<file path="config.mk">
export PLATFORM = sky130hd
export DESIGN_NAME = id_ex_stage
export DESIGN_NICKNAME = d
export VERILOG_FILES = /design/src/rtl/riscv_pkg.sv /design/src/rtl/imm_gen.sv /design/src/rtl/id_ex_stage.sv
export SDC_FILE = /design/constraint.sdc
export NUM_CORES = 1
export LEC_CHECK = 0
export CAP_MARGIN = 20
export CORE_AREA = 2 2 234 236
export DETAILED_ROUTE_END_ITERATION = 10
export DIE_AREA = 0 0 236 238
export PLACE_DENSITY = 0.56
export SLEW_MARGIN = 20
export SYNTH_ARGS = -nofsm -noshare
export SYNTH_HDL_FRONTEND = slang
export SYNTH_SLANG_ARGS = --single-unit
</file>
<file path="constraint.sdc">
create_clock -name clk -period 12.35 [get_ports clk]
set_input_delay 2.47 -clock clk [delete_from_list [all_inputs] [get_ports clk]]
set_output_delay 2.47 -clock clk [all_outputs]
set_load 0.01 [all_outputs]
</file>
<file path="src/rtl/riscv_pkg.sv">
// -----------------------------------------------------------------------------
// riscv_pkg
//   Shared definitions for the decode -> execute boundary:
//     - RV64 base opcode constants
//     - immediate format enum (imm_type_e)
//     - execute control bundle (ctrl_t) carried in the ID/EX register
//     - opcode classification helpers used by decode, hazard logic and imm_gen
// -----------------------------------------------------------------------------
package riscv_pkg;

  localparam logic [6:0] OPC_LOAD   = 7'b0000011;
  localparam logic [6:0] OPC_OP_IMM = 7'b0010011;
  localparam logic [6:0] OPC_AUIPC  = 7'b0010111;
  localparam logic [6:0] OPC_STORE  = 7'b0100011;
  localparam logic [6:0] OPC_OP     = 7'b0110011;
  localparam logic [6:0] OPC_LUI    = 7'b0110111;
  localparam logic [6:0] OPC_BRANCH = 7'b1100011;
  localparam logic [6:0] OPC_JALR   = 7'b1100111;
  localparam logic [6:0] OPC_JAL    = 7'b1101111;

  localparam logic [15:0] BUBBLE_CNT_MAX = 16'hFFFF;

  typedef enum logic [2:0] {
    IMM_NONE = 3'd0,
    IMM_I    = 3'd1,
    IMM_S    = 3'd2,
    IMM_B    = 3'd3,
    IMM_U    = 3'd4,
    IMM_J    = 3'd5
  } imm_type_e;

  // Controls that travel with the instruction into execute.
  typedef struct packed {
    logic reg_write;
    logic mem_read;
    logic mem_write;
    logic branch;
    logic alu_src;
    logic illegal;
  } ctrl_t;

  function automatic imm_type_e imm_type_of(input logic [6:0] opc);
    imm_type_e t;
    case (opc)
      OPC_LOAD, OPC_OP_IMM, OPC_JALR: t = IMM_I;
      OPC_STORE:                      t = IMM_S;
      OPC_BRANCH:                     t = IMM_B;
      OPC_LUI, OPC_AUIPC:             t = IMM_U;
      OPC_JAL:                        t = IMM_J;
      default:                        t = IMM_NONE;
    endcase
    return t;
  endfunction

  // Unknown opcodes only raise illegal; every other control stays low so the
  // instruction cannot write state.
  function automatic ctrl_t decode_ctrl(input logic [6:0] opc);
    ctrl_t c;
    c = '0;
    case (opc)
      OPC_OP: begin
        c.reg_write = 1'b1;
      end
      OPC_OP_IMM, OPC_LUI, OPC_AUIPC, OPC_JAL, OPC_JALR: begin
        c.reg_write = 1'b1;
        c.alu_src   = 1'b1;
      end
      OPC_LOAD: begin
        c.reg_write = 1'b1;
        c.mem_read  = 1'b1;
        c.alu_src   = 1'b1;
      end
      OPC_STORE: begin
        c.mem_write = 1'b1;
        c.alu_src   = 1'b1;
      end
      OPC_BRANCH: begin
        c.branch = 1'b1;
      end
      default: begin
        c.illegal = 1'b1;
      end
    endcase
    return c;
  endfunction

  function automatic logic uses_rs1(input logic [6:0] opc);
    logic u;
    case (opc)
      OPC_OP, OPC_OP_IMM, OPC_LOAD, OPC_STORE, OPC_BRANCH, OPC_JALR: u = 1'b1;
      default: u = 1'b0;
    endcase
    return u;
  endfunction

  function automatic logic uses_rs2(input logic [6:0] opc);
    logic u;
    case (opc)
      OPC_OP, OPC_STORE, OPC_BRANCH: u = 1'b1;
      default: u = 1'b0;
    endcase
    return u;
  endfunction

endpackage

</file>
<file path="src/rtl/imm_gen.sv">
// -----------------------------------------------------------------------------
// imm_gen
//   Combinational immediate generator. Selects the format from the opcode and
//   returns the sign-extended 64-bit immediate (0 for R-type / unknown).
//   Ports:
//     instr_i  in  32  instruction word
//     imm_o    out 64  sign-extended immediate
// -----------------------------------------------------------------------------
module imm_gen
  import riscv_pkg::*;
(
  input  logic [31:0] instr_i,
  output logic [63:0] imm_o
);

  imm_type_e imm_type;

  assign imm_type = imm_type_of(instr_i[6:0]);

  always_comb begin
    imm_o = '0;
    case (imm_type)
      IMM_I: imm_o = {{52{instr_i[31]}}, instr_i[31:20]};
      IMM_S: imm_o = {{52{instr_i[31]}}, instr_i[31:25], instr_i[11:7]};
      // B and J encode offsets in halfwords: bit 0 is always zero.
      IMM_B: imm_o = {{51{instr_i[31]}}, instr_i[31], instr_i[7],
                      instr_i[30:25], instr_i[11:8], 1'b0};
      IMM_U: imm_o = {{32{instr_i[31]}}, instr_i[31:12], 12'h000};
      IMM_J: imm_o = {{43{instr_i[31]}}, instr_i[31], instr_i[19:12],
                      instr_i[20], instr_i[30:21], 1'b0};
      default: imm_o = '0;
    endcase
  end

endmodule

</file>
<file path="src/rtl/id_ex_stage.sv">
// -----------------------------------------------------------------------------
// id_ex_stage
//   Decode stage plus the ID/EX pipeline register of an in-order RV64 core.
//   Decodes the IF/ID instruction, reads operands (with writeback bypass),
//   generates the immediate, detects load-use hazards and registers everything
//   for execute.
//
//   Ports:
//     clk, reset                 clock, async active-high reset
//     if_valid/if_instr/if_pc    instruction held in IF/ID
//     readReg1/2, readData1/2    register-file read port
//     wb_regWrite/wb_rd/wb_data  writeback port (bypassed into decode)
//     flush                      kill the instruction in decode
//     stall                      load-use hazard: IF and IF/ID must hold
//     ex_*                       registered decode results for execute
//     bubble_count               saturating count of inserted bubbles
//
//   Flow control contract:
//     An instruction in IF/ID advances into ID/EX on the rising edge when
//     stall=0. stall is combinational from IF/ID and ID/EX state; upstream
//     must hold if_instr/if_pc/if_valid unchanged on any edge where stall=1.
//     flush has priority: it loads a bubble and forces stall low, so a killed
//     instruction never holds the front end. Every stall or flush edge loads a
//     bubble (ex_valid=0, all controls and data zero).
// -----------------------------------------------------------------------------
module id_ex_stage
  import riscv_pkg::*;
(
  input  logic        clk,
  input  logic        reset,

  input  logic        if_valid,
  input  logic [31:0] if_instr,
  input  logic [63:0] if_pc,

  output logic [4:0]  readReg1,
  output logic [4:0]  readReg2,
  input  logic [63:0] readData1,
  input  logic [63:0] readData2,

  input  logic        wb_regWrite,
  input  logic [4:0]  wb_rd,
  input  logic [63:0] wb_data,

  input  logic        flush,
  output logic        stall,

  output logic        ex_valid,
  output logic        ex_regWrite,
  output logic        ex_memRead,
  output logic        ex_memWrite,
  output logic        ex_branch,
  output logic        ex_aluSrc,
  output logic        ex_illegal,
  output logic [63:0] ex_pc,
  output logic [63:0] ex_rs1_data,
  output logic [63:0] ex_rs2_data,
  output logic [63:0] ex_imm,
  output logic [4:0]  ex_rs1,
  output logic [4:0]  ex_rs2,
  output logic [4:0]  ex_rd,
  output logic [2:0]  ex_funct3,
  output logic        ex_funct7b5,

  output logic [15:0] bubble_count
);

  // ---------------------------------------------------------------------------
  // Field extraction and decode
  // ---------------------------------------------------------------------------
  logic [6:0]  opcode;
  logic [4:0]  rs1, rs2, rd;
  ctrl_t       dec_ctrl;
  logic        dec_uses_rs1, dec_uses_rs2;
  logic [63:0] dec_imm;
  logic [63:0] op1, op2;

  assign opcode = if_instr[6:0];
  assign rs1    = if_instr[19:15];
  assign rs2    = if_instr[24:20];
  assign rd     = if_instr[11:7];

  // Register-file addresses are raw fields, presented even for invalid slots.
  assign readReg1 = rs1;
  assign readReg2 = rs2;

  assign dec_ctrl     = decode_ctrl(opcode);
  assign dec_uses_rs1 = uses_rs1(opcode);
  assign dec_uses_rs2 = uses_rs2(opcode);

  imm_gen u_imm_gen (
    .instr_i (if_instr),
    .imm_o   (dec_imm)
  );

  // x0 reads as zero even if writeback targets it; otherwise the value being
  // written this cycle wins over the (not yet updated) register file.
  function automatic logic [63:0] sel_operand(input logic [4:0]  rs,
                                              input logic [63:0] rf_data,
                                              input logic        wb_we,
                                              input logic [4:0]  wb_addr,
                                              input logic [63:0] wb_val);
    logic [63:0] v;
    if (rs == 5'd0)                      v = '0;
    else if (wb_we && (wb_addr == rs))   v = wb_val;
    else                                 v = rf_data;
    return v;
  endfunction

  assign op1 = sel_operand(rs1, readData1, wb_regWrite, wb_rd, wb_data);
  assign op2 = sel_operand(rs2, readData2, wb_regWrite, wb_rd, wb_data);

  // ---------------------------------------------------------------------------
  // ID/EX register state
  // ---------------------------------------------------------------------------
  logic        valid_q,    valid_d;
  ctrl_t       ctrl_q,     ctrl_d;
  logic [63:0] pc_q,       pc_d;
  logic [63:0] rs1_data_q, rs1_data_d;
  logic [63:0] rs2_data_q, rs2_data_d;
  logic [63:0] imm_q,      imm_d;
  logic [4:0]  rs1_q,      rs1_d;
  logic [4:0]  rs2_q,      rs2_d;
  logic [4:0]  rd_q,       rd_d;
  logic [2:0]  funct3_q,   funct3_d;
  logic        funct7b5_q, funct7b5_d;
  logic [15:0] bubble_cnt_q, bubble_cnt_d;

  // ---------------------------------------------------------------------------
  // Load-use hazard
  //   The load in execute cannot forward until after memory, so a consumer
  //   directly behind it must wait one cycle. A bubble always clears
  //   ctrl_q.mem_read, so two stalls in a row are impossible.
  // ---------------------------------------------------------------------------
  logic hazard;
  logic load_bubble;
  logic count_bubble;

  assign hazard = if_valid && valid_q && ctrl_q.mem_read && (rd_q != 5'd0) &&
                  (((rd_q == rs1) && dec_uses_rs1) ||
                   ((rd_q == rs2) && dec_uses_rs2));

  assign stall = hazard && !flush;

  assign load_bubble  = flush || stall;
  // A flush of an empty slot replaces nothing, so it is not counted.
  assign count_bubble = stall || (flush && if_valid);

  // ---------------------------------------------------------------------------
  // Next-state: bubble by default, capture when neither flush nor stall.
  // ---------------------------------------------------------------------------
  always_comb begin
    valid_d    = 1'b0;
    ctrl_d     = '0;
    pc_d       = '0;
    rs1_data_d = '0;
    rs2_data_d = '0;
    imm_d      = '0;
    rs1_d      = '0;
    rs2_d      = '0;
    rd_d       = '0;
    funct3_d   = '0;
    funct7b5_d = 1'b0;

    if (!load_bubble) begin
      valid_d    = if_valid;
      // An empty slot still carries its fields but must not act on them.
      ctrl_d     = if_valid ? dec_ctrl : '0;
      pc_d       = if_pc;
      rs1_data_d = op1;
      rs2_data_d = op2;
      imm_d      = dec_imm;
      rs1_d      = rs1;
      rs2_d      = rs2;
      rd_d       = rd;
      funct3_d   = if_instr[14:12];
      funct7b5_d = if_instr[30];
    end

    bubble_cnt_d = bubble_cnt_q;
    if (count_bubble && (bubble_cnt_q != BUBBLE_CNT_MAX)) begin
      bubble_cnt_d = bubble_cnt_q + 16'd1;
    end
  end

  always_ff @(posedge clk or posedge reset) begin
    if (reset) begin
      valid_q      <= 1'b0;
      ctrl_q       <= '0;
      pc_q         <= '0;
      rs1_data_q   <= '0;
      rs2_data_q   <= '0;
      imm_q        <= '0;
      rs1_q        <= '0;
      rs2_q        <= '0;
      rd_q         <= '0;
      funct3_q     <= '0;
      funct7b5_q   <= 1'b0;
      bubble_cnt_q <= '0;
    end else begin
      valid_q      <= valid_d;
      ctrl_q       <= ctrl_d;
      pc_q         <= pc_d;
      rs1_data_q   <= rs1_data_d;
      rs2_data_q   <= rs2_data_d;
      imm_q        <= imm_d;
      rs1_q        <= rs1_d;
      rs2_q        <= rs2_d;
      rd_q         <= rd_d;
      funct3_q     <= funct3_d;
      funct7b5_q   <= funct7b5_d;
      bubble_cnt_q <= bubble_cnt_d;
    end
  end

  // ---------------------------------------------------------------------------
  // Outputs
  // ---------------------------------------------------------------------------
  assign ex_valid     = valid_q;
  assign ex_regWrite  = ctrl_q.reg_write;
  assign ex_memRead   = ctrl_q.mem_read;
  assign ex_memWrite  = ctrl_q.mem_write;
  assign ex_branch    = ctrl_q.branch;
  assign ex_aluSrc    = ctrl_q.alu_src;
  assign ex_illegal   = ctrl_q.illegal;
  assign ex_pc        = pc_q;
  assign ex_rs1_data  = rs1_data_q;
  assign ex_rs2_data  = rs2_data_q;
  assign ex_imm       = imm_q;
  assign ex_rs1       = rs1_q;
  assign ex_rs2       = rs2_q;
  assign ex_rd        = rd_q;
  assign ex_funct3    = funct3_q;
  assign ex_funct7b5  = funct7b5_q;
  assign bubble_count = bubble_cnt_q;

endmodule

</file>
==> results of run 1 <==
## kinds of logic (layout without fill, tap and decap cells)
group | Yosys count | after routing | synth area share (%)
buffers and inverters | 110 | 680 | 6.75
AOI/OAI and AO/OA | 174 | 174 | 9.38
adders and majority gates | 1 | 1 | 0.116
and+or+nand+nor | 446 | 446 | 19.0
other | 0 | 1 | 0
muxes | 2 | 2 | 0.209
DFF | 266 | 266 | 61.7
xor gates and xnor gates | 35 | 35 | 2.84
## cell usage in the layout, fill, tap and decap left out, types with 10 or more instances in the layout
master,n
clkbuf_1,10
clkdlybuf4s50_1,606
nand2_1,286
nor3_1,13
and3_1,92
nor2_1,17
clkbuf_16,34
a21oi_1,143
dfrtp_1,266
xor2_1,26
## power groups by stage
stage / Clock (mW) / Combinational [mW] / Sequential [mW]
6_report: 1.02 / 0.349 / 0.942
3_3_place_gp: 0 / 0.351 / 0.957
5_1_grt: 1.09 / 0.374 / 0.946
2_1_floorplan: 0 / 0.0906 / 0.978
3_5_place_dp: 0 / 0.353 / 0.957
4_1_cts: 1.05 / 0.355 / 0.942
## final cells by class
type,count,area (um^2)
Antenna cell,1,2.50
Clock buffer,50,971
Clock inverter,9,166
Fill cell,5387,35200
Inverter,5,26.3
Multi-Input combinational cell,658,3440
Sequential cell,266,6660
Tap cell,696,871
Timing Repair Buffer,616,6140
## metal layers
layer	routed length, um	up-vias
met1	19600	4855
li1	-	4484
met5	0	-
met4	1120	0
met3	3580	78
met2	24400	450
## sequential cells by signal (all words and copies together), names as in the netlist, 3 cells and up
name / cells
ex_rs2: 5
ex_rs1_data: 64
ex_pc: 64
ex_rs2_data: 64
ex_funct3: 3
ex_rs1: 5
ex_rd: 5
bubble_count: 16
ex_imm: 32
## worst max path at each step
| stage | startpoint | endpoint | slack (ns) |
|---|---|---|---|
| after detailed placement | if_instr[20] | stall | 4.59 |
| after global placement | if_instr[20] | stall | 4.58 |
| after global routing | if_instr[6] | stall | 4.41 |
| after CTS | if_instr[20] | stall | 4.60 |
| final | if_instr[20] | stall | 4.56 |
| after floorplan | reset | bubble_count[0] | 2.55 |
==> flow_summary.yaml, run 1 <==
floorplan:
  die-height_um: 238
  start_util_pct: 20.2
  die_area_um2: 56200
  ios: 607
  fp.coreArea_um2: 53500
  die_w_um: 236
  rows: 85
cts:
  clk_pin_slew_ns: 0.05
  post_cts_buffers: 0
  cts_resized: 0
  clkSinkCount: 266
  clockBufferDepth: 3
  cts_tree: "yes"
  cts-buffers-inserted: 34
  cts_htree_levels: 2
  insertion_delay_ns: 0.53
  holdBufCountCts: 0
  clockRootBuffer: "clkbuf_16"
layout:
  final_nets: 1880
  area_growth_pct: 69.4
  final_util_pct: 34.2
  final_cell_count_no_fill: 2301
  layout-drive-gt1-share_pct: 5.30
  stdcell_area_um2: 18300
sta:
  maxSlewViolCount: 0
  hold_viol_final: 0
  fin_skew_ns: 0.0211
  tightest_slew_ns: 0.984
  finalSetupViolCount: 0
  max_freq_ghz: 0.128
  slew-limit-headroom_pct: 34.1
  period_needed_ns: 7.79
  rsz0062_at_grt: "no"
  whs_ns: 0.507
  period_share_pct: 63.1
  setup_tns_ns: 0
  setup_slack_ns: 4.56
detailed_routing:
  wl_um: 48700
  first_pass_iters: 4
  drt_iter0_drc: 435
  num_vias: 9867
  routedWlPerCell_um: 21.2
  antenna_left: 0
  routed_via_density: 4.29
  drc_errors: 0
setup_path:
  required_ns: 9.88
  r2r-end: "ex_rs1_data[24]"
  end_kind: "output port"
  critPathTopFamily: "buffers and inverters"
  crit_path_frequent_cell: "clkdlybuf4s50_1"
  crit_arrival_ns: 5.32
  crit_fanout: 89
  r2r_cells: 7
  cp.depth: 8
  slowest_delay_ns: 0.81
  cp_slowest_cell: "clkdlybuf4s50_1"
  worstSetupStartpointType: "input port"
  cp_num_buf_inv: 3
  worstPathCellList: "clkdlybuf4s50_1, xnor2_1, nand4_1, nor4_2, o21bai_4, buf_4, nor2_1, clkdlybuf4s50_1"
  path_class: "in -> out"
  rr_startpoint: "ex_rd[1]"
  reg2reg_slack_ns: 8.84
power_and_ir_drop:
  leakagePower_nw: 7.97
  total_power_mw: 2.31
  seq_power_share_pct: 40.7
  clkPwrFrac_pct: 44.2
  ir_drop_uv: 79.9
  pwr_density_cell_nw_per_um2: 127
  intPower_mw: 1.75
  share_comb_of_total_power_pct: 15.1
  p_sw_share_pct: 24.5
  p_sw_mw: 0.566
status:
  status: "finished, final reports clean"
placement:
  pre_cts_ws_ns: 4.59
  place.gp.congestion: 0.908
  placed_cell_area_um2: 17100
  port_buffers: 606
  dp_hpwl_um: 36200
  dp_cells: 2240
hold_path:
  min-delay-path-class: "reg -> reg"
  hold_path.startpoint: "bubble_count[10]"
  min_delay_path_depth: 1
  hold_end: "bubble_count[10]"
grt:
  grt_pass1_wl_um: 70000
  grt_pass1_vias: 10164
  met3_usage_pct: 4.88
  grt.total_usage_pct: 16.6
  overflow: 0
  grt_max_degree: 132
  top_usage_layer: "met2"
  met1_usage_pct: 20.0
  grt_use_met2_pct: 29.2
  antenna_found_initial: 11
yosys:
  ys_top_cells_by_area: "dfrtp_1 62%, nand2_1 10%, a21oi_1 6.6%"
  syn_nets: 1333
  synthFlopType: "dfrtp_1"
  syn-cell-area_um2: 10800
  ys_types: 45
  yosysMostFrequentCell: "nand2_1"
  yosys.area.top_type_share_pct: 61.7
  ys_seq_area_share_pct: 61.7
  synth_edf_count: 0
  syn_avg_cell_area_um2: 10.4
  ys_warn_count: 0
  synth_seq_cells: 266
  synthCells: 1034
  async_flop_share_pct: 100
  synth_area_leader_cell: "dfrtp_1"
  yosys-top-cells-count: "286 x nand2_1, 266 x dfrtp_1, 143 x a21oi_1, 94 x and3_1, 42 x buf_4"
flow_run:
  drv_cap: 0
No activity file was read; power rests on OpenSTA's default activity.
==> inputs of run 2 (changes only) <==
--- a/config.mk
+++ b/config.mk
@@ -6,9 +6,9 @@
 export NUM_CORES = 1
 export LEC_CHECK = 0
 export CAP_MARGIN = 20
-export CORE_AREA = 2 2 234 236
+export CORE_AREA = 2 2 239 241
 export DETAILED_ROUTE_END_ITERATION = 10
-export DIE_AREA = 0 0 236 238
+export DIE_AREA = 0 0 241 243
 export PLACE_DENSITY = 0.56
 export SLEW_MARGIN = 20
 export SYNTH_ARGS = -nofsm -noshare
==> constraint.sdc (replaced) <==
create_clock -name clk -period 6.69 [get_ports clk]
set_input_delay 1.338 -clock clk [delete_from_list [all_inputs] [get_ports clk]]
set_output_delay 1.338 -clock clk [all_outputs]
set_load 0.01 [all_outputs]
==> flow_summary.yaml, run 2 (synthesized netlist as in run 1, its figures left out) <==
setup_path:
  reg2reg_slack_ns: 3.42
  crit_fanout: 11
  required_ns: 5.35
  worstPathCellList: "clkdlybuf4s50_1, nand4b_1, nor3_1, o2111a_1, o21bai_4, nor2_1, clkdlybuf4s50_1"
  r2r_cells: 6
  r2r-end: "ex_imm[25]"
  worstSetupStartpointType: "input port"
  slowest_delay_ns: 0.69
  rr_startpoint: "ex_rd[1]"
  cp.depth: 7
  cp_num_buf_inv: 2
  crit_arrival_ns: 3.66
  cp_slowest_cell: "clkdlybuf4s50_1"
  path_class: "in -> out"
  end_kind: "output port"
  critPathTopFamily: "buffers and inverters"
  crit_path_frequent_cell: "clkdlybuf4s50_1"
layout:
  layout-drive-gt1-share_pct: 5.78
  stdcell_area_um2: 18400
  final_nets: 1884
  regArea_um2: 6660
  layout_commonest_cell: "clkdlybuf4s50_1"
  n_fill_cell: 5789
  final_cell_count_no_fill: 2372
  final_cell_mix: "606 x clkdlybuf4s50_1, 286 x nand2_1, 265 x dfrtp_1"
  area_growth_pct: 70.2
  multi_input_comb_area_um2: 3430
sta:
  slew-limit-headroom_pct: 33.6
  max_freq_ghz: 0.200
  period_share_pct: 74.7
  setup_tns_ns: 0
  rsz0062_at_grt: "no"
  tightest_slew_ns: 0.996
  maxSlewViolCount: 0
  period_needed_ns: 5.00
  setup_slack_ns: 1.69
  finalSetupViolCount: 0
  hold_viol_final: 0
  fin_skew_ns: 0.00784
detailed_routing:
  antenna_left: 0
  routed_via_density: 4.13
  num_vias: 9796
  drc_errors: 0
  routedWlPerCell_um: 20.6
  drt_iter0_drc: 394
  first_pass_iters: 4
  wl_um: 48800
placement:
  placed_cell_area_um2: 17200
  dp_hpwl_um: 35700
  place.gp.congestion: 0.917
  port_buffers: 606
  dp_cells: 2304
  pre_cts_ws_ns: 1.76
grt:
  overflow: 0
  grt_pass1_wl_um: 69000
  grt_max_degree: 147
  grt_pass1_vias: 10237
  grt.total_usage_pct: 15.9
  antenna_found_initial: 9
cts:
  clockBufferDepth: 3
  clockRootBuffer: "clkbuf_16"
  cts_resized: 0
  cts_tree: "yes"
  insertion_delay_ns: 0.53
  holdBufCountCts: 0
  post_cts_buffers: 0
  clkSinkCount: 266
  clk_pin_slew_ns: 0.05
  cts-buffers-inserted: 35
  cts_htree_levels: 2
power_and_ir_drop:
  leakagePower_nw: 7.98
  pwr_density_cell_nw_per_um2: 230
  ir_drop_uv: 142
hold_path:
  min-delay-path-class: "reg -> reg"
  min_delay_path_depth: 1
  hold_end: "bubble_count[10]"
  hold_path.startpoint: "bubble_count[10]"
flow_run:
  drv_cap: 0
floorplan:
  die_w_um: 241
  die-height_um: 243
  ios: 607
  start_util_pct: 19.3
  rows: 87
  fp.coreArea_um2: 56000
  die_area_um2: 58600
status:
  status: "finished, final reports clean"
## run 2: cell types whose count changed in the layout (fill, tap and decap cells not counted), sizes merged
| cell | change |
|---|---|
| clkinv | +4 |
| inv | +1 |
| clkbuf | -1 |
| clkinvlp | +1 |
| bufinv | -3 |
| diode | +6 |
| buf | +3 |
## run 2: power breakdown
group	internal [mW]	switching (mW)
logic	0.368	0.279
registers	1.69	0.0456
clock network	1.07	0.756
total	3.14	1.08
## run 2: worst max-delay path by stage
stage	to	from	slack, ns
after global placement	stall	if_instr[23]	1.77
after floorplan	bubble_count[0]	reset	1.84
after CTS	stall	if_instr[6]	1.75
final	stall	if_instr[6]	1.69
after global routing	stall	if_instr[6]	1.59
after detailed placement	stall	if_instr[6]	1.76
## run 2: area by class of cell
type                       instances  area share, %
sequential                       266           36.3
timing repair buffer             619           33.7
multi-input combinational        658           18.7
clock buffer                      49           5.38
tap                              756           5.15
clock inverter                    12          0.579
inverter                           5          0.123
antenna                            7         0.0954
## run 2: worst reg2reg max path: cells and delay by family (launching register included)
| kind | cells | cell delay [ns] |
|---|---|---|
| AO/OA/AOI/OAI | 3 | 0.98 |
| flip-flops | 1 | 0.46 |
| buffers and inverters | 1 | 0.67 |
| AND/OR/NAND/NOR | 2 | 1.03 |
## run 2: metrics by stage
step / hold WS [ns] / utilization [%] / total power, mW
finish: 0.493 / 32.8 / 4.22
global route: 0.539 / 32.8 / 4.40
CTS: 0.502 / 32.8 / 4.30
detailed placement: 0.489 / 30.8 / 2.43
global placement: 0.485 / 30.8 / 2.42
floorplan: 0.521 / - / 1.97
## run 2: routing by layer
| layer | wire [um] | part of all wire [%] | track usage, % | vias to the layer above |
|---|---|---|---|---|
| met1 | 19200 | 39 | 18.7 | 4775 |
| met4 | 1540 | 3.2 | 6.34 | 4 |
| met3 | 4280 | 8.8 | 5.42 | 79 |
| met5 | 29 | 0.059 | 0 | - |
| met2 | 23800 | 49 | 26.5 | 429 |
| li1 | - | - | - | 4509 |
==> inputs of run 3 (changes only) <==
--- a/config.mk
+++ b/config.mk
@@ -6,9 +6,9 @@
 export NUM_CORES = 1
 export LEC_CHECK = 0
 export CAP_MARGIN = 20
-export CORE_AREA = 2 2 239 241
+export CORE_AREA = 2 2 234 236
 export DETAILED_ROUTE_END_ITERATION = 10
-export DIE_AREA = 0 0 241 243
+export DIE_AREA = 0 0 236 238
 export PLACE_DENSITY = 0.56
 export SLEW_MARGIN = 20
 export SYNTH_ARGS = -nofsm -noshare
==> constraint.sdc (replaced) <==
create_clock -name clk -period 4.65 [get_ports clk]
set_input_delay 0.93 -clock clk [delete_from_list [all_inputs] [get_ports clk]]
set_output_delay 0.93 -clock clk [all_outputs]
set_load 0.01 [all_outputs]
==> flow_summary.yaml, run 3 (synthesized netlist as in run 1, its figures left out) <==
detailed_routing:
  drc_errors: 0
  antenna_left: 0
  first_pass_iters: 5
  routedWlPerCell_um: 20.6
  routed_via_density: 4.25
  wl_um: 47600
  num_vias: 9837
  drt_iter0_drc: 388
layout:
  layout-drive-gt1-share_pct: 6.37
  n_fill_cell: 5351
  area_growth_pct: 70.0
  final_util_pct: 34.3
  final_nets: 1892
  final_cell_mix: "606 x clkdlybuf4s50_1, 286 x nand2_1, 266 x dfrtp_1"
  layout_commonest_cell: "clkdlybuf4s50_1"
sta:
  finalSetupViolCount: 0
  period_share_pct: 88.9
  rsz0062_at_grt: "no"
  fin_skew_ns: 0.0131
  maxSlewViolCount: 0
  hold_viol_final: 0
  tightest_slew_ns: 0.993
  setup_tns_ns: 0
  slew-limit-headroom_pct: 33.8
  max_freq_ghz: 0.242
  period_needed_ns: 4.14
grt:
  grt_pass1_wl_um: 69000
  grt.total_usage_pct: 16.2
  grt_pass1_vias: 10324
  overflow: 0
  grt_max_degree: 89
  antenna_found_initial: 3
placement:
  place.gp.congestion: 0.911
  dp_hpwl_um: 35500
  port_buffers: 606
power_and_ir_drop:
  share_comb_of_total_power_pct: 16.1
  clkPwrFrac_pct: 41.1
  p_sw_share_pct: 25.2
  ir_drop_uv: 292
  pwr_density_cell_nw_per_um2: 319
  seq_power_share_pct: 42.8
  leakagePower_nw: 8.03
  intPower_mw: 4.37
  p_sw_mw: 1.47
floorplan:
  ios: 607
  die_area_um2: 56200
  fp.coreArea_um2: 53500
  start_util_pct: 20.2
  die_w_um: 236
  die-height_um: 238
  rows: 85
cts:
  holdBufCountCts: 0
  cts_resized: 0
  cts_htree_levels: 1
  post_cts_buffers: 0
  cts-buffers-inserted: 31
  cts_tree: "yes"
  clkSinkCount: 266
  clockRootBuffer: "clkbuf_16"
  clockBufferDepth: 3
  clk_pin_slew_ns: 0.06
  insertion_delay_ns: 0.57
flow_run:
  drv_cap: 0
setup_path:
  crit_arrival_ns: 3.21
  cp_slowest_cell: "clkdlybuf4s50_1"
  end_kind: "output port"
  required_ns: 3.72
  critPathTopFamily: "buffers and inverters"
  worstSetupStartpointType: "input port"
  worstPathCellList: "clkdlybuf4s50_1, nand4b_1, nor3_1, o2111a_1, o21bai_4, nor2_1, clkdlybuf4s50_1"
  slowest_delay_ns: 0.72
  cp_num_buf_inv: 2
  path_class: "in -> out"
  crit_path_frequent_cell: "clkdlybuf4s50_1"
  crit_fanout: 11
hold_path:
  min-delay-path-class: "reg -> reg"
status:
  status: "finished, final reports clean"
==> run 3: changes by cell type in the layout (fill, tap and decap cells not counted), moves of 4 or more <==
cell,previous run,this run
buf_12,2,8
buf_4,11,17
clkbuf_1,8,4
clkbuf_16,35,31
diode_2,7,2
inv_6,4,0
==> run 3: area by class of cell <==
| cell class | count | area, um^2 | area share, % |
|---|---|---|---|
| Antenna cell | 2 | 5.00 | 0.0273 |
| Clock buffer | 43 | 901 | 4.91 |
| Timing Repair Buffer | 631 | 6350 | 34.7 |
| Tap cell | 696 | 871 | 4.75 |
| Multi-Input combinational cell | 658 | 3420 | 18.7 |
| Clock inverter | 13 | 103 | 0.560 |
| Inverter | 5 | 22.5 | 0.123 |
| Sequential cell | 266 | 6660 | 36.3 |
==> run 3: worst register-to-register path, delay by kind of cell (launching register included) <==
family,cells,cell delay [ns]
AO/OA/AOI/OAI,4,1.20
AND/OR/NAND/NOR,1,0.55
flip-flops,1,0.47
buffers and inverters,2,1.01
==> run 3: final timing paths <==
kind                       slack [ns]               end  cells past startpoint              from
setup / recovery                 0.51             stall                      7       if_instr[6]
hold / removal                   0.51  bubble_count[14]                      1  bubble_count[14]
setup reg to reg                 1.33   ex_rs2_data[15]                      7          ex_rd[1]
hold reg to reg                  0.51  bubble_count[14]                      1  bubble_count[14]
max in group asynchronous        2.81    ex_rs2_data[7]                      3             reset
min in group asynchronous        0.86         ex_pc[13]                      2             reset
==> run 3: routing by layer <==
layer  up-vias  GRT usage, %  share of wire, %
li1       4515             -                 -
met4         0          4.40               2.5
met1      4816          19.0                39
met3        75          5.36               8.6
met2       431          28.4                50
met5         -             0                 0
==> run 3: through the flow <==
step | std cells | hold WS, ns | cell area (um^2) | worst slack [ns] | power [mW]
finish | 2314 | 0.506 | 18300 | 0.515 | 5.84
global route | 2312 | 0.547 | 18300 | 0.367 | 6.10
CTS | 2312 | 0.510 | 18300 | 0.569 | 5.95
detailed placement | 2256 | 0.501 | 17300 | 0.529 | 3.50
global placement | 2256 | 0.505 | 17300 | 0.616 | 3.49
floorplan | 1034 | 0.521 | 10800 | 0.209 | 2.84
==> run 3: power groups by stage <==
stage | registers [mW] | clock network, mW | logic (mW)
global route | 2.51 | 2.58 | 1.01
floorplan | 2.60 | 0 | 0.241
detailed placement | 2.54 | 0 | 0.953
finish | 2.50 | 2.40 | 0.939
CTS | 2.50 | 2.49 | 0.958
global placement | 2.54 | 0 | 0.948
